<file path="src/rtl/datapath_bus.sv">
// datapath_bus: single-bus register datapath with one-hot source select, RAM, PC and bus-conflict tracking.
module datapath_bus (
   input  logic        clk,
   input  logic        reset,
   input  logic        idr_0,
   input  logic        edr_0,
   input  logic        idr_1,
   input  logic        edr_1,
   input  logic        idr_bp,
   input  logic        edr_bp,
   input  logic        idr_sp,
   input  logic        edr_sp,
   input  logic        icode,
   input  logic        eir,
   input  logic        imar,
   input  logic        emar,
   input  logic        iaddr,
   input  logic        iram,
   input  logic        eram,
   input  logic        ialu,
   input  logic        ealu,
   input  logic        ipc,
   input  logic        epc,
   input  logic [15:0] code_in,
   input  logic [15:0] alu_y,
   output logic [15:0] cmd,
   output logic [15:0] bus,
   output logic [7:0]  pc,
   output logic [15:0] alu_a,
   output logic [15:0] r0,
   output logic [15:0] r1,
   output logic [15:0] bp,
   output logic [15:0] sp,
   output logic        bus_err,
   output logic [7:0]  err_cnt
);
   logic [15:0] r0_q, r0_d, r1_q, r1_d, bp_q, bp_d, sp_q, sp_d;
   logic [15:0] ir_q, ir_d, mar_q, mar_d, alu_a_q, alu_a_d;
   logic [7:0]  pc_q, pc_d, addr_q, addr_d, err_cnt_q, err_cnt_d;
   logic        bus_err_q, bus_err_d;
   logic [15:0] mem [256];
   logic [15:0] ram_rd;
   logic [8:0]  src;
   logic        conflict, wr;
   assign ram_rd = mem[addr_q];
   always_comb begin
      src = {edr_0, edr_1, edr_bp, edr_sp, eir, emar, eram, ealu, epc};
      conflict = $countones(src) > 1;
      wr = !conflict;
      // with at most one source enabled the AND-OR mux is exact; no source yields zero
      bus = conflict ? 16'h0000 :
            ({16{edr_0}} & r0_q) | ({16{edr_1}} & r1_q) | ({16{edr_bp}} & bp_q) |
            ({16{edr_sp}} & sp_q) | ({16{eir}} & ir_q) | ({16{emar}} & mar_q) |
            ({16{eram}} & ram_rd) | ({16{ealu}} & alu_y) | ({16{epc}} & {8'h00, pc_q});
      r0_d = (wr && idr_0) ? bus : r0_q;
      r1_d = (wr && idr_1) ? bus : r1_q;
      bp_d = (wr && idr_bp) ? bus : bp_q;
      sp_d = (wr && idr_sp) ? bus : sp_q;
      mar_d = (wr && imar) ? bus : mar_q;
      alu_a_d = (wr && ialu) ? bus : alu_a_q;
      addr_d = (wr && iaddr) ? bus[7:0] : addr_q;
      ir_d = icode ? code_in : ir_q;
      pc_d = pc_q + {7'd0, ipc};
      bus_err_d = bus_err_q | conflict;
      err_cnt_d = (conflict && err_cnt_q != 8'hFF) ? err_cnt_q + 8'h01 : err_cnt_q;
   end
   always_ff @(posedge clk or posedge reset) begin
      if (reset) begin
         r0_q <= 16'h0000;
         r1_q <= 16'h0000;
         bp_q <= 16'h0000;
         sp_q <= 16'h0000;
         ir_q <= 16'h0000;
         mar_q <= 16'h0000;
         alu_a_q <= 16'h0000;
         pc_q <= 8'h00;
         addr_q <= 8'h00;
         bus_err_q <= 1'b0;
         err_cnt_q <= 8'h00;
      end else begin
         r0_q <= r0_d;
         r1_q <= r1_d;
         bp_q <= bp_d;
         sp_q <= sp_d;
         ir_q <= ir_d;
         mar_q <= mar_d;
         alu_a_q <= alu_a_d;
         pc_q <= pc_d;
         addr_q <= addr_d;
         bus_err_q <= bus_err_d;
         err_cnt_q <= err_cnt_d;
      end
   end
   // RAM keeps its contents through reset but must not be written while reset is high
   always_ff @(posedge clk) begin
      if (iram && wr && !reset) mem[addr_q] <= bus;
   end
   assign cmd = ir_q;
   assign pc = pc_q;
   assign alu_a = alu_a_q;
   assign r0 = r0_q;
   assign r1 = r1_q;
   assign bp = bp_q;
   assign sp = sp_q;
   assign bus_err = bus_err_q;
   assign err_cnt = err_cnt_q;
endmodule

</file>
<file path="config.mk">
export PLATFORM = sky130hd
export DESIGN_NAME = datapath_bus
export DESIGN_NICKNAME = d
export VERILOG_FILES = /design/src/rtl/datapath_bus.sv
export SDC_FILE = /design/constraint.sdc
export NUM_CORES = 2
export LEC_CHECK = 0
export ABC_AREA = 0
export CAP_MARGIN = 10
export CORE_MARGIN = 1.5
export CORE_UTILIZATION = 35
export CTS_BUF_LIST = sky130_fd_sc_hd__clkbuf_2 sky130_fd_sc_hd__clkbuf_4 sky130_fd_sc_hd__clkbuf_8
export DETAILED_ROUTE_END_ITERATION = 10
export GPL_TIMING_DRIVEN = 0
export PLACE_DENSITY = 0.51
export SLEW_MARGIN = 10
export SYNTH_ARGS = -nofsm -noshare
export SYNTH_HDL_FRONTEND = slang
export SYNTH_SLANG_ARGS = --single-unit
</file>
<file path="constraint.sdc">
create_clock -name clk -period 22.7 [get_ports clk]
set_input_delay 4.54 -clock clk [delete_from_list [all_inputs] [get_ports clk]]
set_output_delay 4.54 -clock clk [all_outputs]
set_load 0.05 [all_outputs]
</file>
# After elaboration in Yosys (flattened, before gate mapping)
# Memory sizes are Yosys's and may differ from the RTL's.
# Cells that the tools add are included.
totals:
  reg_bits: 137
  latch_bits: 0
  mem_bits_rw: 4096
  rom_bits: 0
  input_bits: 53
  out_inout_bits: 129
  word_cells: 57
  mem_count: 1
op_classes:
  n_addsub: 10
  mul: 0
  n_div: 0
  n_lt_le_gt_ge: 1
  n_eq_ne: 1
  n_shift: 0
  n_mux: 3
  n_bitwise: 18
  n_reduce_logical: 12
mem_list:
  columns: ["name", "words", "word_bits", "rd", "rd_ports_with_merged_regs", "wr", "line", "rtl"]
  rows:
  - ["mem", 256, 16, 1, 0, 1, "41", "logic [15:0] mem [256];"]
op_table:
  columns: ["cell", "n"]
  rows:
  - ["16-bit AND", 8]
  - ["16-bit OR", 8]
  - ["16-bit by 8-bit AND with 16-bit output", 1]
  - ["16-bit 2-to-1 mux", 1]
  - ["1-bit logical AND", 10]
  - ["1-bit by 1-bit adder with 2-bit output", 4]
  - ["8-bit by 1-bit adder with 8-bit output", 1]
  - ["8-bit by 1-bit adder with 8-bit output, second input constant", 1]
  - ["8-bit != test, second input constant", 1]
  - ["2-bit by 2-bit adder with 3-bit output", 2]
  - ["4-bit by 1-bit adder with 5-bit output", 1]
  - ["5-bit by 1-bit greater-than comparator with 1-bit output, second input constant", 1]
  - ["3-bit by 3-bit adder with 4-bit output", 1]
  - ["1-bit zero test", 2]
  - ["1-bit 2-to-1 mux", 2]
  - ["1-bit OR", 1]

# Depth between registers and ports, before layout
logic_depth:
  word_depth: 10
  depth_mapped: 18
  mapped_depth_nobuf: 14

# Least setup slack after synthesis
# OpenSTA, ideal clock, no wires.
synth_timing:
  path_kind: "input -> output"
  start: "input edr_0"
  end: "output bus[6]"
  arrival_time_ns: 15.194
  required_time_ns: 18.160
  slack_ns: 2.966
  path_stages: 13
  path_buffers: 2
  path_cell_list: "clkbuf_1 > clkbuf_1 > inv_1 > fa_1 > fa_1 > fa_1 > fa_1 > inv_1 > fa_1 > nand2_1 > a211oi_1 > o21bai_1 > a21oi_1"
synth_via:
  elab_chain_cells: 10
  word_cells_on_any_way: 12
  cone_classes: "add/sub (1); order compare (1); mux (1); bitwise (9)"
synth_rtl:
  columns: ["item", "line", "rtl"]
  rows:
  - ["start, declared", "6", "input logic edr_0,"]
  - ["16-bit AND", "52", "({16{edr_0}} & r0_q) | ({16{edr_1}} & r1_q) | ({16{edr_bp}} & bp_q) |"]
  - ["16-bit OR (3 in a row)", "52", null]
  - ["16-bit OR (3 in a row)", "53", "({16{edr_sp}} & sp_q) | ({16{eir}} & ir_q) | ({16{emar}} & mar_q) |"]
  - ["16-bit OR (2 in a row)", "54", "({16{eram}} & ram_rd) | ({16{ealu}} & alu_y) | ({16{epc}} & {8'h00, pc_q});"]
  - ["16-bit 2-to-1 mux (*)", "51", "bus = conflict ? 16'h0000 :"]
  - ["end, declared", "27", "output logic [15:0] bus,"]
# Every way passes the cells marked *; elsewhere a longest branch is shown, timed or not.

# Final worst setup path
layout_timing:
  start: "input edr_0"
  end: "output bus[13]"
# The elaborated chain is that of the path after synthesis.

==> results.cfg <==
[critical_path]
crit_buf_inv = 10
cp_cell_sequence = clkbuf_1 -> clkbuf_1 -> inv_1 -> fa_1 -> fa_1 -> fa_1 -> fa_1 -> inv_1 -> fa_1 -> nand2_1 -> a211oi_1 -> o21ba_2 -> clkbuf_1 -> clkbuf_1 -> and2_4 -> buf_16 -> buf_12 -> buf_16 -> clkdlybuf4s50_1
timing.rr.start = addr_q[1]$_DFFE_PP0P_
end_kind = output port
arrival_ns = 11.89
critPathLaunch = edr_0
critPathMaxFanout = 58
crit_type = input pin to output port
cp_data_required_time_ns = 18.16
slowest_delay_ns = 0.91
crit_slowest_cell = clkdlybuf4s50_1
critPathLaunchType = input pin
path_delay_family = buffers and inverters
path_common_cell = fa_1

[floorplan]
std_cell_rows = 250
start_util_pct = 35.2
io_pins = 182
dieArea_um2 = 470000
die_w_um = 686
coreArea_um2 = 464000
die_h_um = 686

[logic_synthesis]
syn_avg_cell_area_um2 = 20.5
synth_xor_area_share_pct = 0.0698
syn_area_um2 = 163000
synth.net_count = 8026
ys_ff_latch = 4233
ys_warn_count = 0
synth_adder_area_share_pct = 0.0997
synth_top_family_by_area = multiplexers
synthSimpleGateAreaFrac_pct = 2.65
syn_inst = 7963
muxShareOfSynthArea_pct = 14.7
synth_seq_area_share_pct = 77.5
async_reset_ff_share_pct = 3.24
ys.flop_type = edfxtp_1
synth-compound-area-share_pct = 3.54
synth_enable_flop_cells = 4096
synth_cell_types = 58

[route]
totalWireLength_um = 587000
wire_per_inst_um = 36.9
drtAntennaViolNets = 0
firstDrtPassIters = 7
drt_iter0_drc = 12827
drc_errors = 0
num_vias = 90487
viasPerCell = 5.70

[timing]
final_hold_viol_count = 0
fmax_mhz = 60.9
rsz0062_at_grt = no
setup_viol = 0
worst_slack_ns = 6.27
fin_skew_ns = 0.125
fin_crit_ns = 16.43
fin_tns_setup_ns = 0
max-slew-margin-rel_pct = -7.89
maxSlewViolCount = 5
worst-slew-pin-transition_ns = 1.60
period_share_pct = 72.4

[global_route]
antenna_found_initial = 36
grt_usage_pct = 24.4
gr-usage-met3_pct = 6.78
busiest_layer = met2
grtUsageMet2_pct = 37.3
grt_pass1_vias = 89111
grt_max_degree = 101
grt-ovfl-total = 0
grt_pass1_wl_um = 780000
grt_use_met1_pct = 32.2

[clocking]
path_clk_slew_ns = 0.06
cts_resized = 0
hold_buffers = 0
cts_sinks = 4233
clock_path_buffers = 4
cts_buffers = 692
clockRootBuffer = clkbuf_8
htree_levels = 6
postCtsSetupBuffers = 0
cts_tree = built
worst_skew_pair.late_latency_ns = 1.32

[power_and_ir_drop]
p_leak_nw = 65.2
p_int_w = 0.0155
pwr-share-clk_pct = 26.5
p_comb_share_pct = 34.4
p_seq_share_pct = 39.2
swShare_pct = 37.9
vdd_drop_max_mv = 0.0983
power.net_switching_w = 0.00944
power_density_nw_per_um2 = 129

[finish]
multiInputGateArea_um2 = 35600
regArea_um2 = 126000
fin_cells = 15885
utilization_pct = 41.6
mostFrequentLayoutCells = edfxtp_1 (4,096), mux2i_1 (717), clkbuf_8 (704)
nets = 9219
fillers = 40681
drive_above_1_share_pct = 28.8
layout_commonest_cell = edfxtp_1
fin_area_um2 = 193000
syn_to_final_growth_pct = 18.3

[run_status]
failed_checks = capacitance limit, slew limit
outcome = complete, but fails checks

[worst_hold_path]
holdCritStartpoint = bus_err$_DFF_PP0_
hp-class = flop to flop

[run]
max_cap_viol_count = 3

[placed_design]
dp_slack_ns = 6.18
port_buffers = 172
dpl.hpwl_um = 415000
gp_congestion = 0.954
placed_cells = 14635
placed_cell_area_um2 = 180000
-- metrics by stage --
| step | power, W | hold slack [ns] |
|---|---|---|
| 2_1_floorplan | 0.0142 | 0.481 |
| 4_1_cts | 0.0248 | 0.478 |
| 6_report | 0.0249 | 0.472 |
| 3_3_place_gp | 0.0185 | 0.456 |
| 5_1_grt | 0.0254 | 0.511 |
| 3_5_place_dp | 0.0183 | 0.463 |
-- sequential cells by signal, indices dropped and copies added, names as in the netlist --
register / flops
addr_q: 8
alu_a: 16
bp: 16
bus_err: 1
cmd: 16
err_cnt: 8
mar_q: 16
mem: 4096
pc: 8
r0: 16
r1: 16
sp: 16
-- path summary, 6_finish.rpt --
check	cells past startpoint	end	slack (ns)
setup / recovery	19	bus[13]	6.27
hold / removal	1	bus_err$_DFF_PP0_	0.47
setup reg to reg	13	mem[1][13]$_DFFE_PP_	14.31
hold reg to reg	1	bus_err$_DFF_PP0_	0.47
max in group asynchronous	3	bp[4]$_DFFE_PP0P_	18.21
min in group asynchronous	2	addr_q[1]$_DFFE_PP0P_	3.63
-- per-layer routing --
metal | up-vias | part of all wire (%)
met3 | 1118 | 11
met1 | 48330 | 39
met5 | - | 0.029
li1 | 35711 | -
met4 | 14 | 5.5
met2 | 5314 | 45
-- power groups by stage --
stage	logic [W]	registers [W]	clock network (W)
6_report	0.00856	0.00976	0.00660
5_1_grt	0.00867	0.00976	0.00698
4_1_cts	0.00839	0.00975	0.00667
3_5_place_dp	0.00838	0.00991	0
3_3_place_gp	0.00780	0.0107	0
2_1_floorplan	0.00368	0.0105	0
-- cells in the mapped netlist, drive strengths merged, types with 11 or more instances --
cell type | instances | area (um^2)
a21oi | 56 | 280
a22o | 42 | 368
a22oi | 491 | 3690
a31oi | 28 | 175
a41oi | 62 | 543
and2 | 24 | 150
and3 | 24 | 150
and4 | 23 | 201
buf | 265 | 1420
clkbuf | 236 | 887
dfrtp | 137 | 3430
edfxtp | 4096 | 123000
inv | 16 | 60.1
mux2 | 109 | 1230
mux2i | 717 | 7180
mux4 | 694 | 15600
nand2 | 78 | 293
nand3 | 348 | 1740
nand4 | 34 | 213
nor2 | 297 | 1110
nor2b | 11 | 68.8
nor4 | 28 | 188
o2111ai | 15 | 131
o21ai | 32 | 160
o22a | 14 | 123
o22ai | 14 | 100
-- logic make-up after synthesis --
| family | after synthesis |
|---|---|
| DFF | 4233 |
| muxes | 1520 |
| and+or+nand+nor | 894 |
| AOI/OAI and AO/OA | 776 |
| buffers and inverters | 517 |
| xor gates and xnor gates | 13 |
| adders and majority gates | 10 |
-- area by class of cell --
class,count,share of cell area [%]
repair buffers,499,3.88
plain buffers,501,1.22
clock buffers,939,5.93
diodes,24,0.0311
flip-flops and latches,4233,65.5
inverters,16,0.0350
clock inverters,286,1.00
multi-input cells,3213,18.4
well taps,6174,4.00
Power figures use the tool's default switching activity.
